`config.mk`:
```
export PLATFORM = sky130hd
export DESIGN_NAME = sprite_line_scheduler
export DESIGN_NICKNAME = d
export VERILOG_FILES = /design/src/rtl/sprite_line_scheduler.sv
export SDC_FILE = /design/constraint.sdc
export NUM_CORES = 2
export LEC_CHECK = 0
export CORE_MARGIN = 2
export CORE_UTILIZATION = 62
export CTS_CLUSTER_DIAMETER = 120
export DETAILED_ROUTE_END_ITERATION = 8
export PLACE_DENSITY_LB_ADDON = 0.15
export REMOVE_ABC_BUFFERS = 1
export SYNTH_ARGS = -nofsm -noshare
export SYNTH_HDL_FRONTEND = slang
export SYNTH_SLANG_ARGS = --single-unit
```
`constraint.sdc`:
```
create_clock -name clk -period 24.8 [get_ports clk]
set_clock_uncertainty 0.05 [all_clocks]
set_input_delay 2.48 -clock clk [delete_from_list [all_inputs] [get_ports clk]]
set_output_delay 2.48 -clock clk [all_outputs]
set_load 0.01 [all_outputs]
```
`src/rtl/sprite_line_scheduler.sv`:
```
// rtl/sprite_line_scheduler.sv - per-scanline sprite scan/fetch engine filling a ping-pong line buffer
module sprite_line_scheduler #(
    parameter int NUM_SPR     = 8,
    parameter int ROM_LATENCY = 1
) (
    input  logic                 clk,
    input  logic                 rst,
    input  logic                 line_start,
    input  logic [7:0]           next_line,
    input  logic [NUM_SPR*8-1:0] spr_x,
    input  logic [NUM_SPR*8-1:0] spr_y,
    input  logic [NUM_SPR*6-1:0] spr_num,
    input  logic [NUM_SPR-1:0]   spr_xflip,
    input  logic [NUM_SPR-1:0]   spr_yflip,
    output logic [11:0]          rom_addr,
    input  logic [7:0]           rom_data,
    input  logic                 disp_rd,
    input  logic [7:0]           disp_x,
    output logic                 disp_hit,
    output logic [1:0]           disp_data,
    output logic [2:0]           disp_id,
    output logic                 busy,
    output logic                 overrun
);

    localparam int IW = (NUM_SPR > 1) ? $clog2(NUM_SPR) : 1;

    typedef enum logic [2:0] {
        S_IDLE,
        S_EVAL,
        S_FETCH,
        S_WAIT,
        S_WRITE
    } state_t;

    state_t        state;
    logic          front;
    logic [255:0]  valid [2];
    logic [4:0]    bank [0:511];
    logic [7:0]    line_q;
    logic [IW-1:0] idx;
    logic [1:0]    byte_b;
    logic [1:0]    pix_o;
    logic [1:0]    wait_cnt;
    logic [3:0]    row_q;
    logic [7:0]    data_q;

    logic [7:0]    cur_x;
    logic [7:0]    cur_y;
    logic [5:0]    cur_num;
    logic          cur_xf;
    logic          cur_yf;
    logic          hit;
    logic [3:0]    row_raw;
    logic [3:0]    row_eval;
    logic [7:0]    pix_byte;
    logic [1:0]    code;
    logic [3:0]    src_col;
    logic [3:0]    dst_off;
    logic [8:0]    dst;
    logic          do_write;
    logic          back;
    logic          fn;
    logic [4:0]    rd_entry;
    logic [2:0]    write_id;

    always_comb begin
        cur_x    = spr_x[int'(idx)*8 +: 8];
        cur_y    = spr_y[int'(idx)*8 +: 8];
        cur_num  = spr_num[int'(idx)*6 +: 6];
        cur_xf   = spr_xflip[idx];
        cur_yf   = spr_yflip[idx];
        // 9-bit compare so a sprite near the bottom never wraps to the top rows
        hit      = ({1'b0, line_q} >= {1'b0, cur_y}) &&
                   ({1'b0, line_q} <  ({1'b0, cur_y} + 9'd16));
        row_raw  = line_q[3:0] - cur_y[3:0];
        row_eval = cur_yf ? ~row_raw : row_raw;
        pix_byte = (pix_o == 2'd0) ? rom_data : data_q;
        code     = pix_byte[{pix_o, 1'b0} +: 2];
        src_col  = {byte_b, pix_o};
        dst_off  = cur_xf ? ~src_col : src_col;
        dst      = {1'b0, cur_x} + {5'b0, dst_off};
        do_write = (state == S_WRITE) && !line_start && (code != 2'd0) && !dst[8];
        back     = ~front;
        fn       = line_start ? ~front : front;
        rd_entry = bank[{fn, disp_x}];
        write_id = 3'(idx);
    end

    // Pixel storage is plain RAM; the valid vectors alone define what is visible.
    always_ff @(posedge clk) begin
        if (do_write) begin
            bank[{back, dst[7:0]}] <= {code, write_id};
        end
    end

    always_ff @(posedge clk or posedge rst) begin
        if (rst) begin
            state     <= S_IDLE;
            front     <= 1'b0;
            valid[0]  <= '0;
            valid[1]  <= '0;
            line_q    <= '0;
            idx       <= '0;
            byte_b    <= '0;
            pix_o     <= '0;
            wait_cnt  <= '0;
            row_q     <= '0;
            data_q    <= '0;
            rom_addr  <= '0;
            disp_hit  <= 1'b0;
            disp_data <= '0;
            disp_id   <= '0;
            busy      <= 1'b0;
            overrun   <= 1'b0;
        end else begin
            overrun <= line_start && (state != S_IDLE);

            if (disp_rd) begin
                disp_hit  <= valid[fn][disp_x];
                disp_data <= valid[fn][disp_x] ? rd_entry[4:3] : 2'd0;
                disp_id   <= valid[fn][disp_x] ? rd_entry[2:0] : 3'd0;
            end

            if (do_write) begin
                valid[back][dst[7:0]] <= 1'b1;
            end

            if (line_start) begin
                // Swap banks; the bank becoming back starts empty, any fill in flight is dropped.
                front        <= ~front;
                valid[front] <= '0;
                line_q       <= next_line;
                idx          <= IW'(NUM_SPR - 1);
                state        <= S_EVAL;
                busy         <= 1'b1;
            end else begin
                case (state)
                    S_IDLE: begin
                        busy <= 1'b0;
                    end
                    S_EVAL: begin
                        if (hit) begin
                            row_q  <= row_eval;
                            byte_b <= 2'd0;
                            state  <= S_FETCH;
                        end else if (idx == '0) begin
                            state <= S_IDLE;
                            busy  <= 1'b0;
                        end else begin
                            idx <= idx - 1'b1;
                        end
                    end
                    S_FETCH: begin
                        rom_addr <= {cur_num, row_q, byte_b};
                        wait_cnt <= 2'(ROM_LATENCY - 1);
                        state    <= S_WAIT;
                    end
                    S_WAIT: begin
                        if (wait_cnt == 2'd0) begin
                            pix_o <= 2'd0;
                            state <= S_WRITE;
                        end else begin
                            wait_cnt <= wait_cnt - 1'b1;
                        end
                    end
                    S_WRITE: begin
                        // rom_data is live only in the first write cycle; keep it for the rest
                        if (pix_o == 2'd0) begin
                            data_q <= rom_data;
                        end
                        pix_o <= pix_o + 1'b1;
                        if (pix_o == 2'd3) begin
                            if (byte_b != 2'd3) begin
                                byte_b <= byte_b + 1'b1;
                                state  <= S_FETCH;
                            end else if (idx == '0) begin
                                state <= S_IDLE;
                                busy  <= 1'b0;
                            end else begin
                                idx   <= idx - 1'b1;
                                state <= S_EVAL;
                            end
                        end
                    end
                    default: begin
                        state <= S_IDLE;
                        busy  <= 1'b0;
                    end
                endcase
            end
        end
    end

endmodule

```
# ---- After elaboration in Yosys (flattened, before gate mapping)
# Memory sizes are Yosys's and may differ from the RTL's.
# Index checks and enable logic that the tools add are counted.
dict set report word_totals {
  ramBits 2560
  ff_bits 565
  n_memories 1
  word_cells 152
  inputBits 220
}
# name words word_bits rd rd_clocked_by_memory_dff write_ports line
set memory_table {}
lappend memory_table {bank 512 5 1 0 1 39} ;# logic [4:0] bank [0:511];
dict set report classes {
  mux 53
  n_mul 1
  shift 4
  magnitude_cmp 11
  n_bitwise 10
  n_reduce_logical 30
  n_eq_ne 18
  add_sub_neg 7
}
# op count
set op_table {}
lappend op_table {{256-bit two-way mux} 5}
lappend op_table {{512-bit two-way mux} 2}
lappend op_table {{512-bit AND} 1}
lappend op_table {{256-bit demux with 1-bit select} 2}
lappend op_table {{512-bit inverter} 1}
lappend op_table {{512-bit OR} 1}
lappend op_table {{64-bit by 7-bit variable part select with 8-bit output} 2}
lappend op_table {{48-bit by 7-bit variable part select with 6-bit output} 1}
lappend op_table {{3-bit two-way mux} 11}
lappend op_table {{8-bit by 9-bit < comparator with 1-bit output (second input constant)} 2}
lappend op_table {{3-bit case mux with 5 select lines} 1}
lappend op_table {{2-bit two-way mux} 7}
lappend op_table {{1-bit two-way mux} 13}
lappend op_table {{2-bit case mux with 2 select lines} 3}
lappend op_table {{4-bit AND reduction} 3}
lappend op_table {{2-bit != test (second input constant)} 5}
lappend op_table {{8-bit by 4-bit adder with 9-bit output} 1}
lappend op_table {{8-bit by 5-bit adder with 9-bit output (second input constant)} 1}
lappend op_table {{8-bit by 9-bit < comparator with 1-bit output} 1}
lappend op_table {{3-bit != test (second input constant)} 3}
lappend op_table {{3-bit AND reduction} 3}
lappend op_table {{1-bit binary-select mux with 8-bit select} 1}
lappend op_table {{1-bit demux with 8-bit select} 1}
lappend op_table {{8-bit by 1-bit >= comparator with 1-bit output (second input constant)} 1}
lappend op_table {{34 further kinds} 62}

# ---- Logic depth before layout (Yosys ltp)
dict set report depth {
  word_depth 14
  ltp_mapped 19
  ltp_nobuf 15
}

# ---- Least setup slack after synthesis
# No wires, ideal clock.
dict set report synth_path {
  path_kind {reg2reg}
  startpoint {register idx[0]}
  endpoint {memory bank[241][0], enable pin}
  path_slack_ns 12.625
  required_ns 24.374
  t_arrival_ns 11.749
  n_path_buf 6
  setup_ns 0.376
  period_less_slack_ns 12.175
  stages_incl_launch_ff 17
  path_cell_list {dfrtp_1 > buf_2 > buf_6 > buf_1 > buf_1 > buf_2 > mux4_2 > nand2_1 > nand2_1 > fa_1 > a21o_1 > a21oi_1 > a21oi_1 > xnor2_1 > nand4_1 > clkbuf_1 > nor3_1}
}
dict set report synth_between {
  elab_chain_len 8
}
# element line
set synth_lines {}
lappend synth_lines {{start, declared} 41} ;# logic [IW-1:0] idx;
lappend synth_lines {{start signal, assigned} 134} ;# idx <= IW'(NUM_SPR - 1);
lappend synth_lines {{start signal, assigned} 151} ;# idx <= idx - 1'b1;
lappend synth_lines {{start signal, assigned} 181} ;# idx <= idx - 1'b1;
lappend synth_lines {{branches (longest 3 deep; another with 64-bit by 7-bit variable part select with 8-bit output)} -}
lappend synth_lines {{8-bit by 4-bit adder with 9-bit output *} 82} ;# dst = {1'b0, cur_x} + {5'b0, dst_off};
lappend synth_lines {{1-bit zero test} 83} ;# do_write = (state == S_WRITE) && !line_start && (code != 2'd0) && !dst[8];
lappend synth_lines {{1-bit logical AND} 83}
lappend synth_lines {{1-bit two-way mux} 92} ;# if (do_write) begin
lappend synth_lines {{1-bit two-way mux (implied by the code)} 93} ;# bank[{back, dst[7:0]}] <= {code, write_id};
lappend synth_lines {{end, declared} 39}
# Mark *: on every way between the ends. The select of a mux whose other input is x is not followed.

# ---- Final worst setup path
dict set report layout_path {
  startpoint {input port disp_x[1]}
  endpoint {register disp_data[1]}
}
dict set report layout_between {
  elab_chain_len 3
}
# element line
set layout_lines {}
lappend layout_lines {{start, declared} 18} ;# input logic [7:0] disp_x,
lappend layout_lines {{branches (longest 2 deep; another with memory read 512 x 5 bit)} -}
lappend layout_lines {{2-bit two-way mux *} 121} ;# disp_data <= valid[fn][disp_x] ? rd_entry[4:3] : 2'd0;
lappend layout_lines {{end signal, assigned} 121}
lappend layout_lines {{end, declared} 20} ;# output logic [1:0] disp_data,
# Marks and branches as above.
# A chain may end at the register's enable or synchronous reset.

==> results by stage <==
Floorplanning:
- In this run the horizontal extent of the chip is roughly 450 um.
- After floorplanning, the core was sized to cover 0.2021 mm2.
- The floorplan step defined a die boundary enclosing between 0.2 and 0.25 mm2.
- The floorplan die height is approximately 450 um.
- The effective utilization at floorplan is between 60 and 70%.
- The standard-cell row count is about 170.
- 240 I/O pins were placed.

Routing:
- In the final routed layout, each cell accounts on average for 33.43 um.
- The number of vias per cell is about 7.0.
- After detailed routing, the total wire length is 349800 um.
- The count of vias placed by the detailed router is 72924.
- The detailed-route DRC error count is 0.
- For this run, the detailed router's first-pass iteration total came to 5.
- The starting DRC count in detailed routing is 9896.
- The detail route stage leaves a number of antenna-violating nets equal to 0.

Pwr:
- The net switching power is ~4.1 mW.
- Of the total power, the share spent switching nets is 30.20%.
- The static leakage power is 48.14 nW.
- The share of total power in sequential cells is between 40% and 50%.
- The share of total power dissipated in the clock network is a little over a third.
- For this design the ratio of total power to cell area is 96.44 mW/mm2.
- Cell internal power was estimated by the tool at approximately 9.5 mW.
- The worst ir drop on vdd is approximately 190 uV.
- Combinational logic is responsible for a little under a fifth of the overall power.

Timing:
- The final critical path takes up a little over a third of the cycle.
- The shortest period the worst path allows is ~9 ns.
- The total negative slack for setup checks is 0 ns.
- The number of hold violations in the final report is 0.
- Measured against its own limit, the worst slew margin works out to roughly 10%.
- The slew at the pin with the worst max-slew slack is around 1.3 ns.
- The upper clock frequency limit is 113.5 MHz.
- The max-slew violation count is 0.
- Setup repair after global routing left no endpoint under its margin.
- The final setup violation count is 0.
- The final setup slack of the worst path is ~16 ns.

Setup path:
- Walking the worst path, the cells encountered are buf_8, buf_4, buf_4, buf_4, buf_4, buf_4, mux2i_1, o22ai_1, nor4_1, buf_4, nand3_1, o21ai_0, o2111ai_1, nand4_1, o22ai_1.
- Data on the critical path arrives at its endpoint at 9.54 ns.
- In this run the worst setup path begins at disp_x[1].
- STA classifies the critical path endpoint as a register.
- STA classifies the critical path startpoint as an input port.
- The count of buffer and inverter cells on the critical path is 7.
- The required time of the worst setup path is about 26 ns.
- The longest individual stage delay on the worst path is ~1 ns.
- The largest individual stage delay along the critical path comes from the cell sky130_fd_sc_hd__buf_4.
- The path type of the worst setup path is in2reg.
- In this run the critical register-to-register path is launched from idx[0].
- Along the worst path, the maximum fanout reaches between 60 and 70.
- Counting stages on the worst path, the most repeated cell is sky130_fd_sc_hd__buf_4.
- The cell family contributing the most delay on the critical path is buffers and inverters.

GRT:
- For this run, the total global-route usage over all layers was measured as roughly a third.
- The number of global-route vias before repair was 72201.
- The pin count of the biggest net entering global routing is about 190.
- For this run the aggregate overflow at the end of global routing stands at 0.
- The number of antenna violations at the first check in global routing came to 17.
- The wire length of the first global-routing pass is slightly above 500000 um.

Yosys:
- The sequential-to-total area share from yosys stat is 72.18%.
- The post-synth design cell area is between 0.1 and 0.15 mm2.
- The number of enable flip-flop cells after synthesis is between 2000 and 3000.
- The number of standard cells after synthesis is around 7300.
- The number of storage elements in the synthesis netlist is ~3100.
- The netlist uses 67 different library cells.
- The synthesis warning total is 0.
- The share of flip-flops with an asynchronous set or reset is a little under a fifth.
- The most used flip-flop cell after synthesis is sky130_fd_sc_hd__edfxtp_1.
- Each instance of the synthesized netlist takes up on average 17.22 um2.

Clock tree:
- At the later pin of the worst-skew pair, clock insertion delay measures 0.96 ns.
- The number of buffers on the longest clock path is 4.
- The total clock sinks is between 3000 and 4000.
- The H-tree was split into 5 levels.
- In this run, CTS created clock tree buffers numbering approximately 320.
- The post-cts gate resize count is 0.
- Hold repair after CTS inserted 0 buffers.
- The tree is rooted in a sky130_fd_sc_hd__clkbuf_16.
- The clock-pin slew of the registers on the worst-case setup and hold paths is approximately 0.06 ns.
- The clock tree from TritonCTS is yes.
- Buffers added to address setup during post-CTS repair amount to 0.

Placed design:
- The congestion estimate from routability-driven global placement came to around 0.9.
- The half-perimeter wire length after detailed placement is ~220000 um.
- Prior to clock tree synthesis, the placed netlist has a worst setup slack of approximately 15 ns.
- Input and output buffers added on the ports amount to approximately 240.

Layout:
- The multi-input combinational cells in the finished layout cover a total of between 0.03 and 0.04 mm2.
- The register area is 0.09102 mm2.
- The fraction of layout cells with a size suffix above 1 is between 10% and 20%.
- The total of fill cells in the finished design is around 13000.
- The synthesis-to-layout area growth is 12.38%.
- At the end of the flow, the number of nets in the layout was 7779.

Hold path:
- The worst hold path class is reg2reg.
- The start point of the worst hold path is valid[229].

Flow run:
- Across the run, the number of max-cap violations was 0.

Status:
- The run finished with clean final reports.
==> metal layers <==
layer | up-vias | wire (um) | global-route usage, %
met5 | - | 64 | 0
met1 | 37649 | 129100 | 47.80
met2 | 4746 | 162300 | 51.77
met3 | 830 | 39800 | 7.816
met4 | 10 | 18530 | 15.89
li1 | 29689 | - | -
==> synthesized netlist by cell type (20+ instances only) <==
| library cell | instances | area, um2 |
|---|---|---|
| sky130_fd_sc_hd__edfxtp_1 | 2560 | 76870 |
| sky130_fd_sc_hd__mux2i_1 | 602 | 6026 |
| sky130_fd_sc_hd__dfrtp_1 | 565 | 14140 |
| sky130_fd_sc_hd__o21a_1 | 513 | 3851 |
| sky130_fd_sc_hd__mux4_2 | 494 | 11130 |
| sky130_fd_sc_hd__nand2_1 | 372 | 1396 |
| sky130_fd_sc_hd__nor2_1 | 289 | 1085 |
| sky130_fd_sc_hd__clkbuf_1 | 286 | 1074 |
| sky130_fd_sc_hd__o22ai_1 | 218 | 1364 |
| sky130_fd_sc_hd__nor3_1 | 202 | 1011 |
| sky130_fd_sc_hd__a21oi_1 | 175 | 875.8 |
| sky130_fd_sc_hd__buf_2 | 142 | 710.7 |
| sky130_fd_sc_hd__a22oi_1 | 121 | 908.4 |
| sky130_fd_sc_hd__buf_1 | 98 | 367.9 |
| sky130_fd_sc_hd__nor4_1 | 91 | 569.3 |
| sky130_fd_sc_hd__a221oi_1 | 89 | 779.5 |
| sky130_fd_sc_hd__o21ai_0 | 84 | 420.4 |
| sky130_fd_sc_hd__nor3_2 | 72 | 720.7 |
| sky130_fd_sc_hd__mux2_2 | 36 | 405.4 |
| sky130_fd_sc_hd__nand4_1 | 32 | 200.2 |
| sky130_fd_sc_hd__nand3_1 | 30 | 150.1 |
| sky130_fd_sc_hd__inv_1 | 26 | 97.59 |
| sky130_fd_sc_hd__ha_1 | 23 | 287.8 |
| sky130_fd_sc_hd__a31oi_1 | 20 | 125.1 |
==> layout make-up <==
cell class / instances / area share, %
clock buffer: 454 / 6.411
inverter: 30 / 0.1007
clock inverter: 118 / 0.8882
timing repair buffer: 416 / 2.717
multi-input combinational: 3639 / 23.28
tap: 2672 / 2.359
sequential: 3125 / 64.23
antenna: 9 / 0.01589
==> kinds of logic after synthesis <==
kind of cell | after synthesis | synth area share (%)
compound gates | 1304 | 7.165
buf+inv | 557 | 1.805
flops | 3125 | 72.18
mux | 1136 | 13.98
xor+xnor | 25 | 0.1975
fa+ha+maj | 25 | 0.2600
simple gates | 1149 | 4.416
==> per-stage QoR <==
step / power (mW) / cells / hold WS, ns / area (um2) / utilization (%)
floorplan: 7.894 / 6794 / 0.4086 / 123900 / -
global placement: 8.881 / 9882 / 0.4191 / 131300 / 64.99
detailed placement: 8.930 / 9882 / 0.4272 / 131300 / 64.99
CTS: 13.63 / 10454 / 0.4419 / 141700 / 70.10
global route: 13.96 / 10456 / 0.4486 / 141700 / 70.11
finish: 13.67 / 10463 / 0.4409 / 141700 / 70.11
==> final timing paths <==
kind,to,slack (ns),depth (start not counted)
max in group asynchronous,valid[292],19.43,5
hold reg to reg,valid[229],0.44,1
setup / recovery,disp_data[1],15.99,15
setup reg to reg,bank[27][0],18.04,13
min in group asynchronous,valid[155],2.07,2
hold / removal,valid[229],0.44,1
==> worst reg2reg max path, delay by kind of cell, from the launching register on <==
family	cells	cell delay, ns
xor gates and xnor gates	1	0.18
and+or+nand+nor	3	1.64
buffers and inverters	1	0.62
AOI/OAI and AO/OA	4	1.00
muxes	2	1.26
DFF	1	0.90
adders and majority gates	2	0.75
==> placed cells by master (no fill, tap or decap), types with 10 or more instances in the layout <==
cell type                         synthesis  layout
sky130_fd_sc_hd__nand3_1                 30      28
sky130_fd_sc_hd__xnor2_1                 15      14
sky130_fd_sc_hd__a221oi_1                89      89
sky130_fd_sc_hd__a22oi_1                121     121
sky130_fd_sc_hd__clkinv_2                 0      44
sky130_fd_sc_hd__nand4_1                 32      32
sky130_fd_sc_hd__nor2_1                 289     287
sky130_fd_sc_hd__nor4_1                  91      86
sky130_fd_sc_hd__dfrtp_1                565     562
sky130_fd_sc_hd__clkinv_1                 2      34
sky130_fd_sc_hd__edfxtp_1              2560    2560
sky130_fd_sc_hd__clkbuf_1               286      89
sky130_fd_sc_hd__nor3_2                  72      72
sky130_fd_sc_hd__nor3_1                 202     202
sky130_fd_sc_hd__mux2i_1                602     602
sky130_fd_sc_hd__o21ai_0                 84      84
sky130_fd_sc_hd__mux2_2                  36      36
sky130_fd_sc_hd__mux4_2                 494     494
sky130_fd_sc_hd__o22ai_1                218     218
sky130_fd_sc_hd__nand3b_1                10      10
sky130_fd_sc_hd__o21a_1                 513     513
sky130_fd_sc_hd__nand2_1                372     365
sky130_fd_sc_hd__a21oi_1                175     175
sky130_fd_sc_hd__a211oi_1                11      11
sky130_fd_sc_hd__clkbuf_16                0     331
sky130_fd_sc_hd__bufinv_16                0      26
sky130_fd_sc_hd__a31oi_1                 20      20
sky130_fd_sc_hd__nor2b_1                 13      10
sky130_fd_sc_hd__buf_12                   0      10
sky130_fd_sc_hd__clkdlybuf4s50_1          0     234
sky130_fd_sc_hd__buf_4                    0     168
sky130_fd_sc_hd__clkbuf_8                 0      34
sky130_fd_sc_hd__inv_1                   26      23
sky130_fd_sc_hd__ha_1                    23      23
sky130_fd_sc_hd__a221o_1                 11      11
sky130_fd_sc_hd__o2111ai_1               12      12
sky130_fd_sc_hd__o211ai_1                10      10
==> sequential cells by signal, summed over array words and instances, names as in the netlist <==
signal	flops
front	1
disp_id	3
byte_b	2
data_q	8
valid	512
rom_addr	12
pix_o	2
wait_cnt	2
row_q	4
line_q	8
disp_data	2
overrun	1
busy	1
bank	2560
state	3
disp_hit	1
idx	3
==> power groups by stage <==
| stage | clock network (mW) | logic (mW) | registers (mW) |
|---|---|---|---|
| 2_1_floorplan | 0 | 1.16 | 6.73 |
| 3_3_place_gp | 0 | 2.51 | 6.37 |
| 3_5_place_dp | 0 | 2.56 | 6.37 |
| 4_1_cts | 4.80 | 2.57 | 6.26 |
| 5_1_grt | 5.00 | 2.69 | 6.27 |
| 6_report | 4.78 | 2.62 | 6.26 |
Power figures use the tool's default switching activity.
